**src/rtl/regfile_wb_ctrl_pkg.sv**
```systemverilog
`default_nettype none
// ============================================================================
// Module  : riscv_wb_pkg
// Purpose : Shared constants, write-source encoding and helpers for the
//           register-file writeback controller.
// Contents: XLEN, REG_AW constants; wb_src_t enum; reg_is_zero().
// Revision: 1.0 - initial release
// ============================================================================
package riscv_wb_pkg;

    localparam int XLEN   = 64;
    localparam int REG_AW = 5;

    // Registered write-source select; NONE means no register-file write.
    typedef enum logic [1:0] {
        WB_SRC_NONE = 2'd0,
        WB_SRC_ALU  = 2'd1,
        WB_SRC_MEM  = 2'd2
    } wb_src_t;

    // x0 is hardwired to zero: writes to it are suppressed and it never
    // has a hazard.
    function automatic logic reg_is_zero(input logic [REG_AW-1:0] idx);
        return (idx == '0);
    endfunction

endpackage
`default_nettype wire

```
**src/rtl/wb_load_tag_fifo.sv**
```systemverilog
`default_nettype none
// ============================================================================
// Module  : wb_load_tag_fifo
// Purpose : In-order queue of destination-register tags for outstanding
//           loads. Exposes every slot's valid bit and tag so the parent can
//           run scoreboard compares without walking the queue.
// Ports   : clk, reset (async, active-high)
//           push_valid/push_tag - enqueue, ignored when full
//           pop_valid           - dequeue head, ignored when empty
//           full, empty, head_tag
//           entry_valid/entry_tag - per-slot occupancy and tag
// Revision: 1.0 - initial release
// ============================================================================
module wb_load_tag_fifo #(
    parameter int LQ_DEPTH = 4,
    parameter int TAG_W    = 5
) (
    input  logic                             clk,
    input  logic                             reset,
    input  logic                             push_valid,
    input  logic [TAG_W-1:0]                 push_tag,
    input  logic                             pop_valid,
    output logic                             full,
    output logic                             empty,
    output logic [TAG_W-1:0]                 head_tag,
    output logic [LQ_DEPTH-1:0]              entry_valid,
    output logic [LQ_DEPTH-1:0][TAG_W-1:0]   entry_tag
);

    localparam int IDX_W = $clog2(LQ_DEPTH);
    localparam int PTR_W = IDX_W + 1;

    logic [PTR_W-1:0]                wr_ptr_q, wr_ptr_d;
    logic [PTR_W-1:0]                rd_ptr_q, rd_ptr_d;
    logic [LQ_DEPTH-1:0][TAG_W-1:0]  tag_mem_q, tag_mem_d;
    logic [PTR_W-1:0]                w_count;
    logic                            w_push;
    logic                            w_pop;

    // Pointers carry one extra wrap bit: equal index with differing MSB
    // means every slot is occupied.
    assign full     = (wr_ptr_q[IDX_W] != rd_ptr_q[IDX_W]) &&
                      (wr_ptr_q[IDX_W-1:0] == rd_ptr_q[IDX_W-1:0]);
    assign empty    = (wr_ptr_q == rd_ptr_q);
    // Push acceptance looks only at registered fullness, so a same-cycle
    // pop never frees room for the push.
    assign w_push   = push_valid && !full;
    assign w_pop    = pop_valid && !empty;
    assign w_count  = wr_ptr_q - rd_ptr_q;
    assign head_tag = tag_mem_q[rd_ptr_q[IDX_W-1:0]];
    assign entry_tag = tag_mem_q;

    // A slot is live when its distance from the head is below the count.
    always_comb begin : entry_valid_calc
        logic [IDX_W-1:0] offset;
        offset      = '0;
        entry_valid = '0;
        for (int i = 0; i < LQ_DEPTH; i++) begin
            offset         = IDX_W'(i) - rd_ptr_q[IDX_W-1:0];
            entry_valid[i] = ({1'b0, offset} < w_count);
        end
    end

    always_comb begin
        wr_ptr_d  = wr_ptr_q;
        rd_ptr_d  = rd_ptr_q;
        tag_mem_d = tag_mem_q;
        if (w_push) begin
            tag_mem_d[wr_ptr_q[IDX_W-1:0]] = push_tag;
            wr_ptr_d = wr_ptr_q + 1'b1;
        end
        if (w_pop) begin
            rd_ptr_d = rd_ptr_q + 1'b1;
        end
    end

    always_ff @(posedge clk or posedge reset) begin
        if (reset) begin
            wr_ptr_q  <= '0;
            rd_ptr_q  <= '0;
            tag_mem_q <= '0;
        end else begin
            wr_ptr_q  <= wr_ptr_d;
            rd_ptr_q  <= rd_ptr_d;
            tag_mem_q <= tag_mem_d;
        end
    end

endmodule
`default_nettype wire

```
**src/rtl/regfile_wb_ctrl.sv**
```systemverilog
`default_nettype none
// ============================================================================
// Module  : regfile_wb_ctrl
// Purpose : Writeback controller driving the register-file write port from
//           single-cycle ALU results and in-order load responses. Tracks
//           outstanding load destinations, raises decode hazard flags and
//           keeps write-after-write order per register.
// Ports   : clk, reset (async, active-high)
//           alu_valid/alu_ready/alu_rd/alu_data       - ALU result handshake
//           ld_issue_valid/ld_issue_ready/ld_issue_rd - load issue
//           mem_resp_valid/mem_resp_data             - in-order load data
//           RS1, RS2 -> rs1_pending, rs2_pending      - scoreboard
//           RegWrite, RD, WriteData                   - registered write port
//           resp_err                                  - sticky stray response
// Config  : WB_BYPASS_EN adds rs*_fwd_valid / rs*_fwd_data bypass outputs.
// Revision: 1.0 - initial release
// ============================================================================
module regfile_wb_ctrl
    import riscv_wb_pkg::*;
#(
    parameter int XLEN     = riscv_wb_pkg::XLEN,
    parameter int REG_AW   = riscv_wb_pkg::REG_AW,
    parameter int LQ_DEPTH = 4
) (
    input  logic              clk,
    input  logic              reset,
    input  logic              alu_valid,
    output logic              alu_ready,
    input  logic [REG_AW-1:0] alu_rd,
    input  logic [XLEN-1:0]   alu_data,
    input  logic              ld_issue_valid,
    output logic              ld_issue_ready,
    input  logic [REG_AW-1:0] ld_issue_rd,
    input  logic              mem_resp_valid,
    input  logic [XLEN-1:0]   mem_resp_data,
    input  logic [REG_AW-1:0] RS1,
    input  logic [REG_AW-1:0] RS2,
    output logic              rs1_pending,
    output logic              rs2_pending,
    output logic              RegWrite,
    output logic [REG_AW-1:0] RD,
    output logic [XLEN-1:0]   WriteData,
    output logic              resp_err
`ifdef WB_BYPASS_EN
    ,
    output logic              rs1_fwd_valid,
    output logic              rs2_fwd_valid,
    output logic [XLEN-1:0]   rs1_fwd_data,
    output logic [XLEN-1:0]   rs2_fwd_data
`endif
);

    logic                             w_full;
    logic                             w_empty;
    logic [REG_AW-1:0]                w_head_rd;
    logic [LQ_DEPTH-1:0]              w_entry_valid;
    logic [LQ_DEPTH-1:0][REG_AW-1:0]  w_entry_rd;

    logic                             w_alu_blocked;
    logic                             w_rs1_hit;
    logic                             w_rs2_hit;
    logic                             w_alu_fire;
    logic                             w_mem_pop;
    logic                             w_stray_resp;

    wb_src_t                          src_q, src_d;
    logic [REG_AW-1:0]                rd_q, rd_d;
    logic [XLEN-1:0]                  wdata_q, wdata_d;
    logic                             resp_err_q, resp_err_d;

    wb_load_tag_fifo #(
        .LQ_DEPTH (LQ_DEPTH),
        .TAG_W    (REG_AW)
    ) u_load_tags (
        .clk         (clk),
        .reset       (reset),
        .push_valid  (ld_issue_valid),
        .push_tag    (ld_issue_rd),
        .pop_valid   (mem_resp_valid),
        .full        (w_full),
        .empty       (w_empty),
        .head_tag    (w_head_rd),
        .entry_valid (w_entry_valid),
        .entry_tag   (w_entry_rd)
    );

    // Compare every live slot against the ALU destination and both decode
    // sources. The head slot being popped this cycle is still live here,
    // which is intended: its write only lands after the next edge.
    always_comb begin
        w_alu_blocked = 1'b0;
        w_rs1_hit     = 1'b0;
        w_rs2_hit     = 1'b0;
        for (int i = 0; i < LQ_DEPTH; i++) begin
            if (w_entry_valid[i]) begin
                if (w_entry_rd[i] == alu_rd) w_alu_blocked = 1'b1;
                if (w_entry_rd[i] == RS1)    w_rs1_hit     = 1'b1;
                if (w_entry_rd[i] == RS2)    w_rs2_hit     = 1'b1;
            end
        end
    end

    assign rs1_pending    = w_rs1_hit && !reg_is_zero(RS1);
    assign rs2_pending    = w_rs2_hit && !reg_is_zero(RS2);

    // Memory owns the port whenever it responds; an ALU result aimed at a
    // register with a load still in flight waits so the older load writes
    // first.
    assign alu_ready      = !mem_resp_valid && !w_alu_blocked;
    assign ld_issue_ready = !w_full;

    assign w_alu_fire     = alu_valid && alu_ready;
    assign w_mem_pop      = mem_resp_valid && !w_empty;
    assign w_stray_resp   = mem_resp_valid && w_empty;

    always_comb begin
        src_d      = WB_SRC_NONE;
        rd_d       = rd_q;
        wdata_d    = wdata_q;
        resp_err_d = resp_err_q | w_stray_resp;
        if (w_mem_pop) begin
            if (!reg_is_zero(w_head_rd)) begin
                src_d   = WB_SRC_MEM;
                rd_d    = w_head_rd;
                wdata_d = mem_resp_data;
            end
        end else if (w_alu_fire && !reg_is_zero(alu_rd)) begin
            src_d   = WB_SRC_ALU;
            rd_d    = alu_rd;
            wdata_d = alu_data;
        end
    end

    always_ff @(posedge clk or posedge reset) begin
        if (reset) begin
            src_q      <= WB_SRC_NONE;
            rd_q       <= '0;
            wdata_q    <= '0;
            resp_err_q <= 1'b0;
        end else begin
            src_q      <= src_d;
            rd_q       <= rd_d;
            wdata_q    <= wdata_d;
            resp_err_q <= resp_err_d;
        end
    end

    assign RegWrite  = (src_q != WB_SRC_NONE);
    assign RD        = rd_q;
    assign WriteData = wdata_q;
    assign resp_err  = resp_err_q;

`ifdef WB_BYPASS_EN
    // Forward the value being written this cycle so decode does not read
    // the stale register-file copy.
    assign rs1_fwd_valid = RegWrite && (RD == RS1) && !reg_is_zero(RS1);
    assign rs2_fwd_valid = RegWrite && (RD == RS2) && !reg_is_zero(RS2);
    assign rs1_fwd_data  = WriteData;
    assign rs2_fwd_data  = WriteData;
`endif

endmodule
`default_nettype wire

```
**config.mk**
```make
export PLATFORM = sky130hd
export DESIGN_NAME = regfile_wb_ctrl
export DESIGN_NICKNAME = d
export VERILOG_FILES = /design/src/rtl/regfile_wb_ctrl_pkg.sv /design/src/rtl/wb_load_tag_fifo.sv /design/src/rtl/regfile_wb_ctrl.sv
export SDC_FILE = /design/constraint.sdc
export NUM_CORES = 1
export LEC_CHECK = 0
export ABC_AREA = 1
export BUFFER_PORTS_ARGS = -buffer_cell sky130_fd_sc_hd__buf_2
export CAP_MARGIN = 30
export CORE_MARGIN = 2
export CORE_UTILIZATION = 39
export CTS_BUF_LIST = sky130_fd_sc_hd__clkbuf_2
export CTS_CLUSTER_DIAMETER = 120
export DETAILED_ROUTE_END_ITERATION = 8
export PLACE_DENSITY = 0.66
export SYNTH_ARGS = -nofsm -noshare
export SYNTH_HDL_FRONTEND = slang
export SYNTH_SLANG_ARGS = --single-unit
```
**constraint.sdc**
```tcl
create_clock -name clk -period 5.3 [get_ports clk]
set_input_delay 0 -clock clk [delete_from_list [all_inputs] [get_ports clk]]
set_output_delay 0 -clock clk [all_outputs]
set_load 0.03 [all_outputs]
```
Yosys cells after proc, flatten, opt, wreduce, memory -nomap -nowiden
Cells that the tools add are included.
{"block": "op_classes", "mux": 38, "reduce_logical": 24, "bitwise_logic": 1, "addsub": 7, "n_eq_ne": 16, "magnitude_cmp": 7}
{"cell": "64-bit two-way mux", "count": 3}
{"cell": "5-bit equality test", "count": 12}
{"cell": "1-bit two-way mux", "count": 25}
{"cell": "5-bit two-way mux", "count": 5}
{"cell": "20-bit bitwise mux", "count": 1}
{"cell": "5-bit logical NOT", "count": 4}
{"cell": "2-bit by 3-bit less-than comparator with 1-bit output", "count": 4}
{"cell": "5-bit binary-select mux with 2-bit select", "count": 1}
{"cell": "5-bit demux with 2-bit select", "count": 1}
{"cell": "1-bit logical AND", "count": 10}
{"cell": "1-bit logical NOT", "count": 7}
{"cell": "3-bit by 1-bit adder with 3-bit output, second input constant", "count": 2}
{"cell": "2-bit by 3-bit less-than comparator with 1-bit output, second input constant", "count": 2}
{"cell": "2-bit two-way mux", "count": 2}
{"cell": "2-bit nonzero test", "count": 2}
{"cell": "1-bit by 2-bit subtractor with 2-bit output, first input constant", "count": 2}
{"cell": "2-bit subtractor, first input constant", "count": 2}
{"cell": "3-bit equality test", "count": 1}
{"cell": "3-bit subtractor", "count": 1}
{"cell": "2-bit equality test", "count": 1}
{"cell": "2-bit by 1-bit >= comparator with 1-bit output, second input constant", "count": 1}
{"cell": "2-bit inequality test, second input constant", "count": 1}
{"cell": "2-bit AND reduction", "count": 1}
{"cell": "1-bit inequality test", "count": 1}
{"cell": "1-bit OR", "count": 1}
{"block": "totals", "ff_bits": 98, "output_inout_bits": 75, "word_cells": 103}

Longest topological paths before layout
Gate-level depths: netlist of run 1.
{"block": "logic_depth", "depth_word": 15, "ltp_mapped": 17, "ltp_nobuf": 15}

Hierarchy
A second synthesis of run 1 with hierarchy kept.
{"block": "unflattened", "cells_unflattened": 925, "area_unflattened_um2": 6130.9}
{"mod": "regfile_wb_ctrl", "n_inst": 1, "cells_per_inst": 735, "seq_area_each_um2": 1801.7, "area_per_inst_um2": 4570.6}
{"mod": "wb_load_tag_fifo", "n_inst": 1, "cells_per_inst": 190, "seq_area_each_um2": 650.6, "area_per_inst_um2": 1560.2}

Worst setup path after synthesis of run 1
Ideal clock, no wire load.
{"block": "synth_path", "kind": "register to register", "from": "register u_load_tags.wr_ptr_q[0]", "to": "register rd_q[4], in the netlist RD[4]", "slack_ns": 2.632, "setup_time_ns": 0.117, "stages_incl_launch_ff": 17, "period_less_slack_ns": 2.668, "arrival_time_ns": 2.550, "path_cell_list": "dfrtp_1 inv_1 ha_1 inv_1 fa_1 inv_1 ha_1 a21oi_1 nor2_2 nor2_1 nor2_4 nand3_2 nand2_4 buf_6 buf_8 nand2_1 nand2_1"}
{"block": "synth_via", "elab_chain_cells": 15}
{"item": "start, declared", "line_no": "wb_load_tag_fifo.sv:33", "rtl": "logic [PTR_W-1:0] wr_ptr_q, wr_ptr_d;"}
{"item": "start signal, assigned", "line_no": "wb_load_tag_fifo.sv:83", "rtl": "wr_ptr_q <= wr_ptr_d;"}
{"item": "3-bit subtractor", "line_no": "wb_load_tag_fifo.sv:49", "rtl": "assign w_count = wr_ptr_q - rd_ptr_q;"}
{"item": "2-bit by 3-bit less-than comparator with 1-bit output", "line_no": "wb_load_tag_fifo.sv:60", "rtl": "entry_valid[i] = ({1'b0, offset} < w_count);"}
{"item": "1-bit two-way mux", "line_no": "regfile_wb_ctrl.sv:95", "rtl": "if (w_entry_valid[i]) begin"}
{"item": "1-bit two-way mux", "line_no": "regfile_wb_ctrl.sv:96", "rtl": "if (w_entry_rd[i] == alu_rd) w_alu_blocked = 1'b1;"}
{"item": "1-bit two-way mux", "line_no": "regfile_wb_ctrl.sv:95"}
{"item": "1-bit two-way mux", "line_no": "regfile_wb_ctrl.sv:96"}
{"item": "1-bit two-way mux", "line_no": "regfile_wb_ctrl.sv:95"}
{"item": "1-bit two-way mux", "line_no": "regfile_wb_ctrl.sv:96"}
{"item": "1-bit two-way mux", "line_no": "regfile_wb_ctrl.sv:95"}
{"item": "1-bit logical NOT", "line_no": "regfile_wb_ctrl.sv:109", "rtl": "assign alu_ready = !mem_resp_valid && !w_alu_blocked;"}
{"item": "1-bit logical AND", "line_no": "regfile_wb_ctrl.sv:109"}
{"item": "1-bit logical AND", "line_no": "regfile_wb_ctrl.sv:112", "rtl": "assign w_alu_fire = alu_valid && alu_ready;"}
{"item": "1-bit logical AND", "line_no": "regfile_wb_ctrl.sv:127", "rtl": "end else if (w_alu_fire && !reg_is_zero(alu_rd)) begin"}
{"item": "2-bit nonzero test (no source line)"}
{"item": "2-bit AND reduction (no source line)"}
{"item": "end signal, assigned", "line_no": "regfile_wb_ctrl.sv:142", "rtl": "rd_q <= rd_d;"}
{"item": "end, declared", "line_no": "regfile_wb_ctrl.sv:67", "rtl": "logic [REG_AW-1:0] rd_q, rd_d;"}
Parallel ways exist; a longest one is shown, timed or not.
A chain may end at the register's enable or synchronous reset.

Final worst setup path of run 1
{"block": "layout_path", "from": "register u_load_tags.rd_ptr_q[0]", "to": "register wdata_q[26], in the netlist WriteData[26]"}
{"item": "start, declared", "line_no": "wb_load_tag_fifo.sv:34", "rtl": "logic [PTR_W-1:0] rd_ptr_q, rd_ptr_d;"}
{"item": "start signal, assigned", "line_no": "wb_load_tag_fifo.sv:84", "rtl": "rd_ptr_q <= rd_ptr_d;"}
{"item": "2-bit subtractor", "line_no": "wb_load_tag_fifo.sv:59", "rtl": "offset = IDX_W'(i) - rd_ptr_q[IDX_W-1:0];"}
{"item": "named net u_load_tags.entry_valid_calc.offset[0]", "line_no": "wb_load_tag_fifo.sv:55", "rtl": "logic [IDX_W-1:0] offset;"}
{"item": "2-bit by 3-bit less-than comparator with 1-bit output", "line_no": "wb_load_tag_fifo.sv:60"}
{"item": "1-bit two-way mux", "line_no": "regfile_wb_ctrl.sv:95"}
{"item": "1-bit logical NOT", "line_no": "regfile_wb_ctrl.sv:109"}
{"item": "1-bit logical AND", "line_no": "regfile_wb_ctrl.sv:109"}
{"item": "1-bit logical AND", "line_no": "regfile_wb_ctrl.sv:112"}
{"item": "1-bit logical AND", "line_no": "regfile_wb_ctrl.sv:127"}
{"item": "2-bit nonzero test (no source line)"}
{"item": "2-bit AND reduction (no source line)"}
{"item": "end signal, assigned", "line_no": "regfile_wb_ctrl.sv:143", "rtl": "wdata_q <= wdata_d;"}
{"item": "end, declared", "line_no": "regfile_wb_ctrl.sv:68", "rtl": "logic [XLEN-1:0] wdata_q, wdata_d;"}
The timed path passes the listed nets, and every way through them passes these cells. The select of a mux whose other input is x is not followed.

==> reports/metrics.sh, run 1 <==
RUN_STATUS='complete, no violations'
CTS_SINKS=98
SYN_AVG_CELL_AREA_UM2=6.934
N_FILL_CELL=1384
DIE_W_UM=128.3
POWER.NET_SWITCHING_mW=2.637
DRV.MAX_CAP_VIOLATION_COUNT=0
DRV_SLEW=0
P_SEQ_SHARE_PCT=28.9
FMAXACHIEVABLE_GHz=0.2598
DP_HPWL_MM=13.50
PRE_CTS_SLACK_PS=1883
LAYOUT-AREA-OVERHEAD-VS-SYNTH_PCT=45.95
CTS_TREE='done'
CP_MAX_FO=48
PLACE_CONGESTION=0.9111
VIASPERCELL=4.918
SETUP.WORST_PATH.END_CLASS='register'
WORST_IR_DROP_VDD_mV=0.2737
RELSLEWSLACK_PCT=37.45
PROPORTION_OF_POWER_DRAWN_BY_THE_CLOCK_NETWORK_PCT=7.8
NET_COUNT_OF_THE_FINISHED_LAYOUT=1371
CLKSLEWWORSTSETUPHOLDPATHS_PS=320
POST_SYN_NETS=1035
INITIAL_ANTENNA_VIOLATION_COUNT=1
FINAL_LAYOUT_SIZE_SUFFIX_GT1_SHARE_PCT=22.23
GRT_START_MAX_NET_PINS=71
COMBINATIONALPOWERSHARE_PCT=63.2
MAXIMUM_CLOCK_PATH_BUFFER_COUNT=2
CTS-BUFFERS-INSERTED=9
DRT-INITIAL-DRC-COUNT=550
HOLD_PATH_CLASS='input port to register'
TOTALNEGATIVESETUPSLACK_PS=0
COUNT_OF_PORT_BUFFERS_ADDED_DURING_PLACEMENT=227
TIMING.FINAL.SETUP_VIOLATIONS=0
TIMING.FINAL.CRIT_SHARE_PCT=72.62
CLOCK_INSERTION_DELAY_WORST_SKEW_PS=630
POSTSYNTHREGISTERBITS=98
YOSYSWARNINGCOUNT=0
POST_CTS_BUFFERS=0
SYN_INST=869
P_INT_mW=2.354
IO_PINS=228
YS_TYPES=33
TOTAL_NUMBER_OF_H_TREE_LEVELS=3
WORSTMARGINPINSLEW_PS=938.3
FP-ROW-COUNT=45
CP.ARRIVAL_PS=4370
GRT_USAGE_PCT=25.35
DRT_WL_TOTAL_MM=21.08
FLOORPLAN.INITIALDENSITY_PCT=39.79
TIMING.CRITICAL_PATH.REQUIRED_PS=5820
UNREPAIRED_SETUP_ENDPOINTS_AFTER_GLOBAL_ROUTING='no'
POWERDENSITY_mW_PER_MM2=567.5
DRTPASS1ITERATIONS=5
GRT_FIRST_PASS_WIRELENGTH_MM=33.11
SYNTH_AREA_MM2=0.006026
WORST_SETUP_SP_TYPE='register'
FINAL.SETUP_SKEW_PS=56.83
POSTROUTEANTENNANETS=0
GRT_PASS1_VIAS=6547
DESIGN.CORE.AREA_MM2=0.01515
WL_PER_CELL_UM=15.07
DIE_Y_UM=128.3
CLOCK-ROOT-BUFFER='sky130_fd_sc_hd__clkbuf_2'
TIMING.FINAL.CRIT_PERIOD_PS=3849
PLACE_AREA_MM2=0.007217
HOLD_VIOL_FINAL=0
POST-ROUTE-DRC-COUNT=0
SYNTH-SEQ-AREA-SHARE_PCT=40.70
FINAL.SETUP.WORST_SLACK_PS=1451
POWER.STATIC_LEAKAGE_nW=4.892
POSTLAYOUTCELLAREA_MM2=0.008795
DETAILROUTE.VIA_COUNT=6880
DIEAREA_MM2=0.01646
SWITCHING_SHARE_PCT=52.84
SETUP.WORST_PATH.CLASS='register to register'
GRT_OVERFLOW=0
-- cell usage after synthesis --
cell	count	area [um2]
sky130_fd_sc_hd__a31oi_1	1	6.260
sky130_fd_sc_hd__nand2_2	2	12.51
sky130_fd_sc_hd__nand3b_1	2	15.01
sky130_fd_sc_hd__buf_6	1	11.26
sky130_fd_sc_hd__buf_8	1	15.01
sky130_fd_sc_hd__nand3_1	82	410.4
sky130_fd_sc_hd__a21oi_1	14	70.07
sky130_fd_sc_hd__nor3_1	11	55.05
sky130_fd_sc_hd__nand2_4	1	11.26
sky130_fd_sc_hd__nand4_1	5	31.28
sky130_fd_sc_hd__a41o_1	1	10.01
sky130_fd_sc_hd__clkbuf_1	17	63.81
sky130_fd_sc_hd__xor2_1	23	201.4
sky130_fd_sc_hd__fa_1	1	20.02
sky130_fd_sc_hd__o22ai_1	1	6.260
sky130_fd_sc_hd__mux2_2	3	33.78
sky130_fd_sc_hd__xnor2_1	23	201.4
sky130_fd_sc_hd__inv_2	6	22.52
sky130_fd_sc_hd__nor2_1	26	97.59
sky130_fd_sc_hd__nand2_1	417	1565
sky130_fd_sc_hd__nor2_4	1	11.26
sky130_fd_sc_hd__buf_1	8	30.03
sky130_fd_sc_hd__buf_2	24	120.1
sky130_fd_sc_hd__nand3_2	1	10.01
sky130_fd_sc_hd__inv_1	44	165.2
sky130_fd_sc_hd__o21ai_0	30	150.1
sky130_fd_sc_hd__ha_1	12	150.1
sky130_fd_sc_hd__buf_4	1	7.510
sky130_fd_sc_hd__or2_2	1	6.260
sky130_fd_sc_hd__o21ai_1	6	30.03
sky130_fd_sc_hd__dfrtp_1	98	2452
sky130_fd_sc_hd__nor3b_1	1	7.510
sky130_fd_sc_hd__nor2_2	4	25.02
-- worst paths after layout --
| check | slack (ps) | startpoint | endpoint | depth (start not counted) |
|---|---|---|---|---|
| hold / removal | 170 | mem_resp_data[35] | WriteData[35] | 6 |
| min in group asynchronous | 470 | reset | WriteData[31] | 4 |
| max in group asynchronous | 3620 | reset | RD[4] | 5 |
| setup reg to reg | 1450 | u_load_tags.rd_ptr_q[0] | WriteData[26] | 10 |
| hold reg to reg | 530 | resp_err | resp_err | 1 |
| setup / recovery | 1450 | u_load_tags.rd_ptr_q[0] | WriteData[26] | 10 |
-- cells by family (layout without fill, tap and decap cells) --
family / Yosys count / after routing / share of synthesized area, %
AOI/OAI and AO/OA: 53 / 53 / 4.527
xor gates and xnor gates: 46 / 46 / 6.686
adders and majority gates: 13 / 13 / 2.824
buffers and inverters: 102 / 443 / 7.226
DFF: 98 / 98 / 40.70
muxes: 3 / 3 / 0.5606
other: 0 / 1 / 0
and+or+nand+nor: 554 / 554 / 37.48
-- worst max-delay path, cell delays in order, from the launching register on --
cell and delay [ps]:
sky130_fd_sc_hd__dfrtp_1 760, sky130_fd_sc_hd__inv_1 220, sky130_fd_sc_hd__ha_1 400, sky130_fd_sc_hd__a31oi_4 770
sky130_fd_sc_hd__inv_2 410, sky130_fd_sc_hd__buf_12 310, sky130_fd_sc_hd__nand2_1 100, sky130_fd_sc_hd__nand2_1 50
sky130_fd_sc_hd__dlygate4sd3_1 570, sky130_fd_sc_hd__nand2_1 70, sky130_fd_sc_hd__nand2_1 60
-- power by group through the flow --
stage | Sequential [mW] | Combinational, mW | Clock, mW
after global placement | 1.44 | 2.81 | 0
final | 1.44 | 3.16 | 0.392
after floorplan | 1.88 | 1.59 | 0
after CTS | 1.43 | 3.13 | 0.407
after detailed placement | 1.45 | 2.85 | 0
after global routing | 1.49 | 3.48 | 0.439
-- final cells by class --
type | count | area (um2) | area share, %
flip-flops and latches | 98 | 2452 | 27.88
clock inverters | 6 | 73.82 | 0.8394
multi-input cells | 669 | 3153 | 35.85
inverters | 50 | 190.2 | 2.162
repair buffers | 377 | 2638 | 29.99
clock buffers | 10 | 50.05 | 0.5691
well taps | 188 | 235.2 | 2.675
diodes | 1 | 2.502 | 0.02845
-- sequential cells by signal, summed over array words and instances (netlist names) --
signal,cells
resp_err,1
RD,5
u_load_tags.rd_ptr_q,3
src_q,2
u_load_tags.wr_ptr_q,3
u_load_tags.entry_tag,20
WriteData,64
-- through the flow --
step | utilization [%] | power, mW | cells | hold slack [ps]
global route | 58.07 | 5.409 | 1399 | 142.9
global placement | 47.52 | 4.247 | 1236 | 72.95
CTS | 58.05 | 4.967 | 1398 | 120.7
finish | 58.07 | 4.991 | 1399 | 171.1
floorplan | - | 3.472 | 869 | 121.0
detailed placement | 47.65 | 4.297 | 1237 | 64.90
-- metal layers --
metal | track usage, % | wire [um]
met4 | 11.96 | 741
met2 | 42.40 | 10200
met5 | 0 | 0
met1 | 32.24 | 8922
met3 | 3.965 | 1217
-- cells in the final DEF, fill, tap and decap left out, drive strengths merged, types with 12 or more instances in the layout --
master	Yosys	routed
nor2	31	31
ha	12	12
nand2	420	420
dlygate4sd3	0	145
a21oi	14	14
nand3	83	83
xor2	23	23
xnor2	23	23
inv	50	52
dfrtp	98	98
buf	35	232
o21ai	36	36
-- repair_timing --
| item | 4_1_cts | 5_1_grt |
|---|---|---|
| hold endpoints to repair | 133 | 0 |
| setup endpoints to repair | 0 | 0 |
| gates resized for setup | 0 | 0 |
| hold buffers | 145 | 0 |
(Power assumes the default switching activity.)
==> run 2, diff against run 1 <==
clock period = 3.7 ns   (was 5.3 ns; I/O delays follow)
==> run 2 against run 1 <==
  * Sequential power increased by 42%
  * Design area grew 0.90%
  * Sequential share of layout area shrank 0.25 points
  * Flip-flop and latch count did not move
  * Critical path type unchanged
==> reports/metrics.sh, run 2 (synthesis gave the netlist of run 1 again) <==
RUN_STATUS='complete, no violations'
CELL_BREAKDOWN_OF_THE_CRITICAL_PATH='inv_1 > ha_1 > inv_1 > fa_1 > inv_1 > ha_1 > nor2_1 > nor2_1 > nor2_1 > nor2_1 > nor2_4 > nand3_2 > buf_4 > nand3_1 > nand2_1'
TOTALNEGATIVESETUPSLACK_PS=0  # unchanged
REGTOREGSTARTPOINT='u_load_tags.wr_ptr_q[0]'
DETAILROUTE.VIA_COUNT=6879  # -0.015%
SETUP.WORST_PATH.END_CLASS='register'
KIND_OF_CELL_ADDING_THE_MOST_DELAY_TO_THE_CRITICAL_PATH='adder cells'
POWER.STATIC_LEAKAGE_nW=4.937  # +0.93%
GRT_OVERFLOW=0  # unchanged
CTS_TREE='done'
HOLD_PATH_CLASS='input port to register'
CLKSLEWWORSTSETUPHOLDPATHS_PS=250  # -70 ps
LAYOUT.CELLS.MOST_COMMON='sky130_fd_sc_hd__nand2_1'
PLACE_CONGESTION=0.9447  # +3.7%
GRT_START_MAX_NET_PINS=77  # +8.5%
COUNT_OF_PORT_BUFFERS_ADDED_DURING_PLACEMENT=227  # unchanged
POSTROUTEANTENNANETS=0  # unchanged
MIN_DELAY_PATH_DEPTH=7  # +1
TIMING.CRITICAL_PATH.BUF_INV=4  # unchanged
WHS_ENDPOINT='WriteData[50]'
POST_CTS_BUFFERS=0  # unchanged
LAYOUT-AREA-OVERHEAD-VS-SYNTH_PCT=47.26
MAX_INCR_DELAY_ON_CP_PS=590  # -180 ps
DIE_Y_UM=128.3  # unchanged
POST-PLACE-CELLS=1243  # +0.49%
DRTPASS1ITERATIONS=5  # unchanged
POWERDENSITY_mW_PER_MM2=812.5  # +43%
TIMING.FINAL.CRIT_SHARE_PCT=88.58  # +16 points
CP_MAX_FO=70  # +46%
WORSTREG2REGEND='WriteData[23]'
WORST_HOLD_STARTPOINT='alu_valid'
COMBINATIONALPOWERSHARE_PCT=63.6  # +0.4 points
WORST_SETUP_SP_TYPE='register'
FMAXACHIEVABLE_GHz=0.3051  # +17%
DRT-INITIAL-DRC-COUNT=394  # -28%
WL_PER_CELL_UM=14.98  # -0.57%
MAXIMUM_CLOCK_PATH_BUFFER_COUNT=2  # unchanged
FINAL.SETUP.WORST_SLACK_PS=422.7  # -1028 ps
FP-ROW-COUNT=45  # unchanged
FINAL_LAYOUT_SIZE_SUFFIX_GT1_SHARE_PCT=22.47  # +0.24 points
TIMING.FINAL.SETUP_VIOLATIONS=0  # unchanged
TIMING.REG2REG.WORST_PATH_DEPTH=15  # +5
RELSLEWSLACK_PCT=50.46  # +13 points
WORSTMARGINPINSLEW_PS=743.1  # -195.2 ps
POSTLAYOUTCELLAREA_MM2=0.008874  # +0.90%
CP_COMMON_CELL='sky130_fd_sc_hd__nor2_1'
CLOCK-ROOT-BUFFER='sky130_fd_sc_hd__clkbuf_2'
IO_PINS=228  # unchanged
DRV.MAX_CAP_VIOLATION_COUNT=0  # unchanged
POST_LAYOUT_NONFILLER_INSTANCES=1404  # +0.36%
SETUP.WORST_PATH.CLASS='register to register'
N_FILL_CELL=1343  # -3.0%
SETUP_SLACK_REG_TO_REG_PS=420  # -1030 ps
GRT_PASS1_VIAS=6680  # +2.0%
PRE_CTS_SLACK_PS=510.0  # -1373 ps
P_SEQ_SHARE_PCT=28.2  # -0.7 points
WORST_IR_DROP_VDD_mV=0.4129  # +51%
TIMING.FINAL.CRIT_PERIOD_PS=3277  # -571.7 ps
TOTAL_NUMBER_OF_H_TREE_LEVELS=3  # unchanged
LARGEST_REGISTER_FFS=64  # unchanged
UNREPAIRED_SETUP_ENDPOINTS_AFTER_GLOBAL_ROUTING='no'
FINAL.SETUP_SKEW_PS=29.93  # -26.90 ps
GRT_FIRST_PASS_WIRELENGTH_MM=32.95  # -0.48%
CRIT_SLOWEST_CELL='sky130_fd_sc_hd__buf_4'
PLACE_AREA_MM2=0.007274  # +0.80%
POST-ROUTE-DRC-COUNT=0  # unchanged
FLOORPLAN.INITIALDENSITY_PCT=39.79  # unchanged
DRV_SLEW=0  # unchanged
CLOCK_INSERTION_DELAY_WORST_SKEW_PS=620  # about the same
CTS-BUFFERS-INSERTED=9  # unchanged
DESIGN.CORE.AREA_MM2=0.01515  # unchanged
SWITCHING_SHARE_PCT=51.99  # -0.85 points
DIEAREA_MM2=0.01646  # unchanged
DIE_W_UM=128.3  # unchanged
HOLD_VIOL_FINAL=0  # unchanged
DP_HPWL_MM=13.57  # +0.55%
DRT_WL_TOTAL_MM=21.04  # -0.21%
MOST_FREQUENT_CELLS_IN_THE_LAYOUT='sky130_fd_sc_hd__nand2_1, sky130_fd_sc_hd__buf_2, sky130_fd_sc_hd__dlygate4sd3_1, sky130_fd_sc_hd__dfrtp_1, sky130_fd_sc_hd__nand3_1'
CTS_SINKS=98  # unchanged
TIMING.CRITICAL_PATH.REQUIRED_PS=4260  # -1560 ps
POWER.NET_SWITCHING_mW=3.748  # +42%
INITIAL_ANTENNA_VIOLATION_COUNT=1  # unchanged
VIASPERCELL=4.900  # -0.37%
PROPORTION_OF_POWER_DRAWN_BY_THE_CLOCK_NETWORK_PCT=8.2  # +0.4 points
P_INT_mW=3.461  # +47%
CP.ARRIVAL_PS=3840  # -530 ps
GRT_USAGE_PCT=25.10  # -0.25 points
NET_COUNT_OF_THE_FINISHED_LAYOUT=1378  # +0.51%
[run 2: power by group through the flow]
| stage | sequential [mW] | clock (mW) | combinational (mW) |
|---|---|---|---|
| after global placement | 2.03 | 0 | 4.10 |
| after CTS | 2.02 | 0.613 | 4.55 |
| after detailed placement | 2.04 | 0 | 4.15 |
| final | 2.04 | 0.591 | 4.58 |
| after global routing | 2.11 | 0.654 | 5.04 |
| after floorplan | 2.69 | 0 | 2.28 |
[run 2: cell type report]
cell class	count	area (um2)	area share (%)
antenna	1	2.502	0.02820
clock buffer	9	45.04	0.5076
clock inverter	5	80.08	0.9024
inverter	50	190.2	2.143
multi-input combinational	669	3153	35.53
sequential	98	2452	27.64
tap	188	235.2	2.651
timing repair buffer	384	2715	30.60
[run 2: worst reg2reg max path: stages, from the launching register on]
cell and delay (ps):
sky130_fd_sc_hd__dfrtp_1 470, sky130_fd_sc_hd__inv_1 150, sky130_fd_sc_hd__ha_1 190, sky130_fd_sc_hd__inv_1 70
sky130_fd_sc_hd__fa_1 470, sky130_fd_sc_hd__inv_1 80, sky130_fd_sc_hd__ha_1 300, sky130_fd_sc_hd__nor2_1 50
sky130_fd_sc_hd__nor2_1 80, sky130_fd_sc_hd__nor2_1 70, sky130_fd_sc_hd__nor2_1 250, sky130_fd_sc_hd__nor2_4 60
sky130_fd_sc_hd__nand3_2 100, sky130_fd_sc_hd__buf_4 590, sky130_fd_sc_hd__nand3_1 200, sky130_fd_sc_hd__nand2_1 110
[run 2: how the worst max path moves through the flow]
stage | depth (start not counted) | endpoint | startpoint | slack [ps]
after global placement | 14 | RD[0] | u_load_tags.wr_ptr_q[0] | 570
after global routing | 14 | WriteData[8] | u_load_tags.wr_ptr_q[0] | 130
final | 15 | WriteData[23] | u_load_tags.wr_ptr_q[0] | 420
after floorplan | 16 | RD[4] | u_load_tags.wr_ptr_q[0] | 1030
after CTS | 14 | alu_ready | u_load_tags.wr_ptr_q[0] | 400
after detailed placement | 15 | WriteData[12] | u_load_tags.wr_ptr_q[0] | 510
[run 2: metrics by stage]
step	utilization [%]	power, mW	hold slack [ps]
detailed placement	48.03	6.189	265.4
global route	58.59	7.796	121.6
global placement	47.90	6.131	257.9
CTS	58.37	7.181	51.63
finish	58.59	7.209	131.4
floorplan	-	4.974	121.0
[run 2: routing by layer]
metal | share of wire, % | track usage [%] | up-vias
met3 | 5.9 | 5.342 | 69
li1 | - | - | 3388
met4 | 3.8 | 11.18 | 0
met2 | 49 | 42.83 | 280
met5 | 0 | 0 | -
met1 | 41 | 30.58 | 3142
[run 2: repair_timing]
item / in CTS / in global routing
hold buffers: 144 / 1
hold endpoints to repair: 168 / 30
gates resized for setup: 0 / 0
